===== src/rtl/pipe_ctrl.sv =====
// pipe_ctrl: pipeline sequencer for an N-register in-order core.
// Turns per-register stall/flush requests into the en/zero inputs of every
// pipeline register, drains the pipe behind a halt instruction and keeps
// saturating performance counters.
//
// Ports:
//   CLK, nRST        clock; synchronous active-high reset
//   stall_req        per-register hold request (bit 0 = youngest)
//   flush_req        per-register bubble request
//   halt_req         register HALT_REG holds a halt instruction
//   en, zero         per-register load enable / clear (zero dominates)
//   halt             core halted, sticky until reset
//   cycle_cnt        RUN/DRAIN cycles
//   stall_cnt        RUN/DRAIN cycles with any stall request
//   flush_cnt        RUN/DRAIN cycles with any flush request
//
// state  | meaning
// RUN    | normal operation
// DRAIN  | halt travelling toward the oldest register, younger work discarded
// HALTED | halt retired; outputs quiet, counters frozen
module pipe_ctrl #(
  parameter int STAGES   = 4,
  parameter int HALT_REG = 0,
  parameter int CNT_W    = 32
) (
  input  logic              CLK,
  input  logic              nRST,
  input  logic [STAGES-1:0] stall_req,
  input  logic [STAGES-1:0] flush_req,
  input  logic              halt_req,
  output logic [STAGES-1:0] en,
  output logic [STAGES-1:0] zero,
  output logic              halt,
  output logic [CNT_W-1:0]  cycle_cnt,
  output logic [CNT_W-1:0]  stall_cnt,
  output logic [CNT_W-1:0]  flush_cnt
);

  localparam int PW = (STAGES > 2) ? $clog2(STAGES) : 1;

  typedef enum logic [1:0] {RUN, DRAIN, HALTED} state_t;

  state_t          state_q, state_d;
  logic [PW-1:0]   pos_q, pos_d;
  logic            halt_q, halt_d;
  logic [CNT_W-1:0] cycle_q, stall_q, flush_q;

  logic            active;
  logic            drain;
  logic            stall_any;
  logic            flush_any;
  logic [PW-1:0]   p;
  int              h;

  always_comb begin
    state_d   = state_q;
    pos_d     = pos_q;
    halt_d    = halt_q;
    en        = '0;
    zero      = '0;
    active    = 1'b0;
    drain     = 1'b0;
    p         = '0;
    stall_any = 1'b0;
    flush_any = |flush_req;
    h         = 0;

    // highest stalled register; everything younger must also hold
    for (int i = 0; i < STAGES; i++) begin
      if (stall_req[i]) begin
        stall_any = 1'b1;
        h         = i;
      end
    end

    if (nRST) begin
      en   = '0;
      zero = '1;
    end else if (state_q != HALTED) begin
      active = 1'b1;
      for (int j = 0; j < STAGES; j++) begin
        en[j] = !stall_any || (j > h);
        if (stall_any && (j == h + 1)) zero[j] = 1'b1;
      end
      zero = zero | flush_req;

      // the RUN cycle that sees a valid halt already behaves as a drain cycle
      if (state_q == DRAIN) begin
        drain = 1'b1;
        p     = pos_q;
      end else if (halt_req && !flush_req[HALT_REG]) begin
        drain = 1'b1;
        p     = PW'(HALT_REG);
      end

      if (drain) begin
        for (int i = 0; i < STAGES; i++) begin
          if (i < int'(p)) zero[i] = 1'b1;
          else if ((i == int'(p)) && en[i]) zero[i] = 1'b1;
        end

        if ((state_q == DRAIN) && flush_req[p]) begin
          // halt was on a wrong path
          state_d = RUN;
        end else if (p == PW'(STAGES - 1)) begin
          state_d = HALTED;
          halt_d  = 1'b1;
        end else begin
          state_d = DRAIN;
          pos_d   = en[p] ? p + 1'b1 : p;
        end
      end
    end
  end

  always_ff @(posedge CLK) begin
    if (nRST) begin
      state_q <= RUN;
      pos_q   <= '0;
      halt_q  <= 1'b0;
      cycle_q <= '0;
      stall_q <= '0;
      flush_q <= '0;
    end else begin
      state_q <= state_d;
      pos_q   <= pos_d;
      halt_q  <= halt_d;
      if (active) begin
        if (cycle_q != '1)              cycle_q <= cycle_q + 1'b1;
        if (stall_any && stall_q != '1) stall_q <= stall_q + 1'b1;
        if (flush_any && flush_q != '1) flush_q <= flush_q + 1'b1;
      end
    end
  end

  assign halt      = halt_q;
  assign cycle_cnt = cycle_q;
  assign stall_cnt = stall_q;
  assign flush_cnt = flush_q;

endmodule


===== config.mk =====
export PLATFORM = sky130hd
export DESIGN_NAME = pipe_ctrl
export DESIGN_NICKNAME = d
export VERILOG_FILES = /design/src/rtl/pipe_ctrl.sv
export SDC_FILE = /design/constraint.sdc
export NUM_CORES = 1
export LEC_CHECK = 0
export CAP_MARGIN = 20
export CORE_MARGIN = 1
export CORE_UTILIZATION = 25
export CTS_BUF_LIST = sky130_fd_sc_hd__clkbuf_8
export DETAILED_ROUTE_END_ITERATION = 7
export GPL_TIMING_DRIVEN = 0
export SLEW_MARGIN = 10
export SYNTH_ARGS = -nofsm -noshare
export SYNTH_HDL_FRONTEND = slang
export SYNTH_SLANG_ARGS = --single-unit

===== constraint.sdc =====
create_clock -name CLK -period 2.6 [get_ports CLK]
set_input_delay 0.52 -clock CLK [delete_from_list [all_inputs] [get_ports CLK]]
set_output_delay 0.52 -clock CLK [all_outputs]
set_load 0.05 [all_outputs]

==> flow_metrics.env <==
export IMPL_syn_to_final_growth_pct=35.1
export IMPL_tritoncts="yes"
export IMPL_first_pass_iters=5
export IMPL_finalCriticalPeriod_ns=2.56
export IMPL_htree_num_levels=3
export IMPL_fillerInstances=2195
export IMPL_synthesis_area_mm2=0.00531
export IMPL_clkSlewWorstSetupHoldPaths_ns=0.10
export IMPL_placed_area_mm2=0.00680
export IMPL_ys_top_cells_by_area="dfxtp_1 (38%), a21oi_1 (6.3%), or3_1 (4.7%), o21ai_0 (4.2%), nand2_1 (4.1%)"
export IMPL_hpwl_um=11900
export IMPL_finalCoreUtilization_pct=34.9
export IMPL_fin_crit_sh_pct=98.3
export IMPL_maxSlewViolCount=0
export IMPL_synth_cells=650
export IMPL_cp_slowest_cell="clkdlybuf4s50_1"
export IMPL_syn_nets=669
export IMPL_skew_ns=0.0137
export IMPL_r2r_end="stall_cnt[30]$_SDFFE_PP0P_"
export IMPL_min_path_cells=2
export IMPL_grt_pass1_vias=5087
export IMPL_critical_path_class="input port to output pin"
export IMPL_multi_input_area_mm2=0.00320
export IMPL_die_h_um=148
export IMPL_rsz0062_at_grt="false"
export IMPL_dieArea_mm2=0.0218
export IMPL_cp_arrival_ns=2.04
export IMPL_timing_fmax_mhz=391
export IMPL_report_power_total_mw=2.86
export IMPL_yosysUniqueCellTypes=53
export IMPL_seq_area_mm2=0.00203
export IMPL_vias=5628
export IMPL_final_cell_area_mm2=0.00717
export IMPL_seq_area_frac_synth_pct=38.1
export IMPL_pin_count=116
export IMPL_worstPathCellList="clkdlybuf4s50_1, nor2b_4, or2_4, buf_4, a21o_1, a21oi_1, o21ai_1, buf_6"
export IMPL_endpoint="zero[3]"
export IMPL_setup_viol=0
export IMPL_initial_core_util_pct=25.8
export IMPL_avgSynthCellArea_um2=8.17
export IMPL_synth_top_area_share_pct=38.1
export IMPL_numPortBuffers=115
export IMPL_synth_edf_count=0
export IMPL_synth_top_area_cell="dfxtp_1"
export IMPL_diodes=0
export IMPL_rrSetupSlack_ns=0.18
export IMPL_leakagePower_nw=2.24
export IMPL_cts_sinks=101
export IMPL_yosysWarnings=0
export IMPL_async_reset_ff_share_pct=0
export IMPL_crit_path_end_kind="output pin"
export IMPL_p_per_area_mw_per_mm2=399
export IMPL_antenna_found_initial=0
export IMPL_synth_ff_type="dfxtp_1"
export IMPL_gr_total_overflow=0
export IMPL_grt_util_all_layers_pct=15.1
export IMPL_slowest_delay_ns=0.40
export IMPL_finalHoldViolations=0
export IMPL_cp_max_fo=3
export IMPL_worst_slew_pin_slew_ns=0.819
export IMPL_reg2reg_depth=6
export IMPL_gp_congestion=0.826
export IMPL_initialDrtViolationCount=329
export IMPL_wl_per_cell_um=15.5
export IMPL_wl_um=16400
export IMPL_clk_latency_ns=0.39
export IMPL_slew_headroom_pct=44.6
export IMPL_clockRootBuffer="clkbuf_8"
export IMPL_worst_hold_slack_ns=0.514
export IMPL_r2r_start="stall_cnt[9]$_SDFFE_PP0P_"
export IMPL_fp_row_count=52
export IMPL_grt_first_pass_wirelength_um=26600
export IMPL_status="finished, final reports clean"
export IMPL_min_path_type="flip-flop to flip-flop"
export IMPL_postRouteAntennaNets=0
export IMPL_startpoint_type="input port"
export IMPL_fp_dieW_um=148
export IMPL_maxCapViolCount=0
export IMPL_synth_seq_cells=101
export IMPL_design_core_area_mm2=0.0206
export IMPL_cts_hold_buf=0
export IMPL_grt_max_degree=19
export IMPL_drcViolationCount=0
export IMPL_required_ns=2.08
export IMPL_final_net_count=804
export IMPL_drive_gt1_share_pct=9.62
export IMPL_routed_via_density=5.31
export IMPL_clk_path_buf_depth=2
export IMPL_numCtsBuffers=9
export IMPL_crit_path_start="halt_req"
export IMPL_ir_worst_vdd_mv=0.207
-- logic make-up after synthesis --
family          Yosys count  share of synthesized area [%]
simple gates            292                           30.7
compound gates          185                           21.7
flops                   101                           38.1
buf+inv                  39                           3.35
xor+xnor                 17                           2.80
mux                       8                           1.53
fa+ha+maj                 8                           1.89
-- cell type report --
type                    count  area share [%]
flip-flops and latches    101            28.3
clock buffers              10            1.92
multi-input cells         510            44.6
clock inverters             6           0.733
inverters                  12           0.628
plain buffers              27            1.95
well taps                 270            4.71
repair buffers            124            17.1
-- stage by stage --
step	setup TNS, ns	setup slack, ns	cells
finish	0	0.0434	1060
global route	0	0.00132	1060
CTS	0	0.00652	1052
detailed placement	-22.72	-0.777	1035
global placement	-22.09	-0.798	1035
floorplan	0	0.0133	650
-- repair_timing --
item / CTS / global route
setup endpoints to repair: 28 / 58
gates resized for setup: 44 / 33
pin swaps: 0 / 7
hold endpoints to repair: 0 / 0
setup buffers: 1 / 8
-- critical path: cells and delay by family --
family          cells  cell delay [ns]
simple gates        2             0.41
buf+inv             3             0.72
compound gates      3             0.38
-- worst min path at each step --
stage                                     startpoint                    endpoint  slack [ns]
after floorplan                pos_q[1]$_SDFFE_PP0P_       pos_q[1]$_SDFFE_PP0P_        0.51
after global placement    stall_cnt[24]$_SDFFE_PP0P_  stall_cnt[24]$_SDFFE_PP0P_        0.49
after detailed placement           halt$_SDFFE_PP0P_           halt$_SDFFE_PP0P_        0.49
after CTS                 stall_cnt[24]$_SDFFE_PP0P_  stall_cnt[24]$_SDFFE_PP0P_        0.52
after global routing      stall_cnt[21]$_SDFFE_PP0P_  stall_cnt[21]$_SDFFE_PP0P_        0.54
final                     stall_cnt[24]$_SDFFE_PP0P_  stall_cnt[24]$_SDFFE_PP0P_        0.51
-- synth_stat cells (2+ instances only) --
cell           number
mux2i_1             7
a31oi_1             3
nand3_1            40
or3_1              40
nor4_1              5
nand3b_1            4
xnor2_1            11
clkbuf_1           20
xor2_1              6
or2_2               4
and3_1             10
o2111ai_1           4
o31ai_1            25
a21o_1              3
ha_1                8
a2111oi_0           3
o311ai_0            7
or4_1              26
nor2b_1             4
o21ai_0            45
nor3_1             14
buf_6               2
dfxtp_1           101
nor4_4              2
o211ai_1            7
nand2_1            58
and4_1             14
a211oi_1            5
a21oi_1            67
buf_2               3
nor2_1             41
inv_1              12
o41ai_1             5
nand4_1            23
dlygate4sd3_1       2
and2_1              2
-- sequential cells by signal, summed over array words and instances, names as in the netlist --
name,count
cycle_cnt,32
flush_cnt,32
halt,1
pos_q,2
stall_cnt,32
state_q,2
-- routing by layer --
| metal | wire (µm) | track usage (%) |
|---|---|---|
| met1 | 7800 | 20.7 |
| met5 | 0 | 0 |
| met2 | 7340 | 23.8 |
| met4 | 283 | 5.62 |
| met3 | 986 | 2.47 |
-- cell usage in the layout (no fill, tap or decap), drive strengths merged, types with 4 or more instances in the layout --
| master | synthesis | routed |
|---|---|---|
| inv | 12 | 15 |
| o41ai | 5 | 5 |
| or3 | 41 | 41 |
| clkbuf | 20 | 30 |
| xor2 | 6 | 6 |
| nand3 | 40 | 40 |
| xnor2 | 11 | 11 |
| nor3 | 14 | 14 |
| and3 | 10 | 10 |
| buf | 5 | 18 |
| nand3b | 4 | 4 |
| o2111ai | 4 | 4 |
| and4 | 14 | 14 |
| or2 | 5 | 5 |
| o311ai | 8 | 8 |
| nor2 | 41 | 41 |
| mux2i | 7 | 7 |
| dfxtp | 101 | 101 |
| a211oi | 5 | 5 |
| clkdlybuf4s50 | 0 | 103 |
| nand4 | 24 | 24 |
| a21oi | 67 | 67 |
| o21ai | 45 | 45 |
| nor2b | 4 | 4 |
| o211ai | 7 | 7 |
| nand2 | 58 | 58 |
| ha | 8 | 8 |
| nor4 | 7 | 7 |
| or4 | 27 | 27 |
| o31ai | 25 | 25 |
-- report_power, final --
group          internal, mW  switching (mW)  total (mW)
clock network         0.390           0.627        1.02
registers              1.56          0.0207        1.58
logic                0.0930           0.168       0.261
Power figures use the tool's default switching activity.
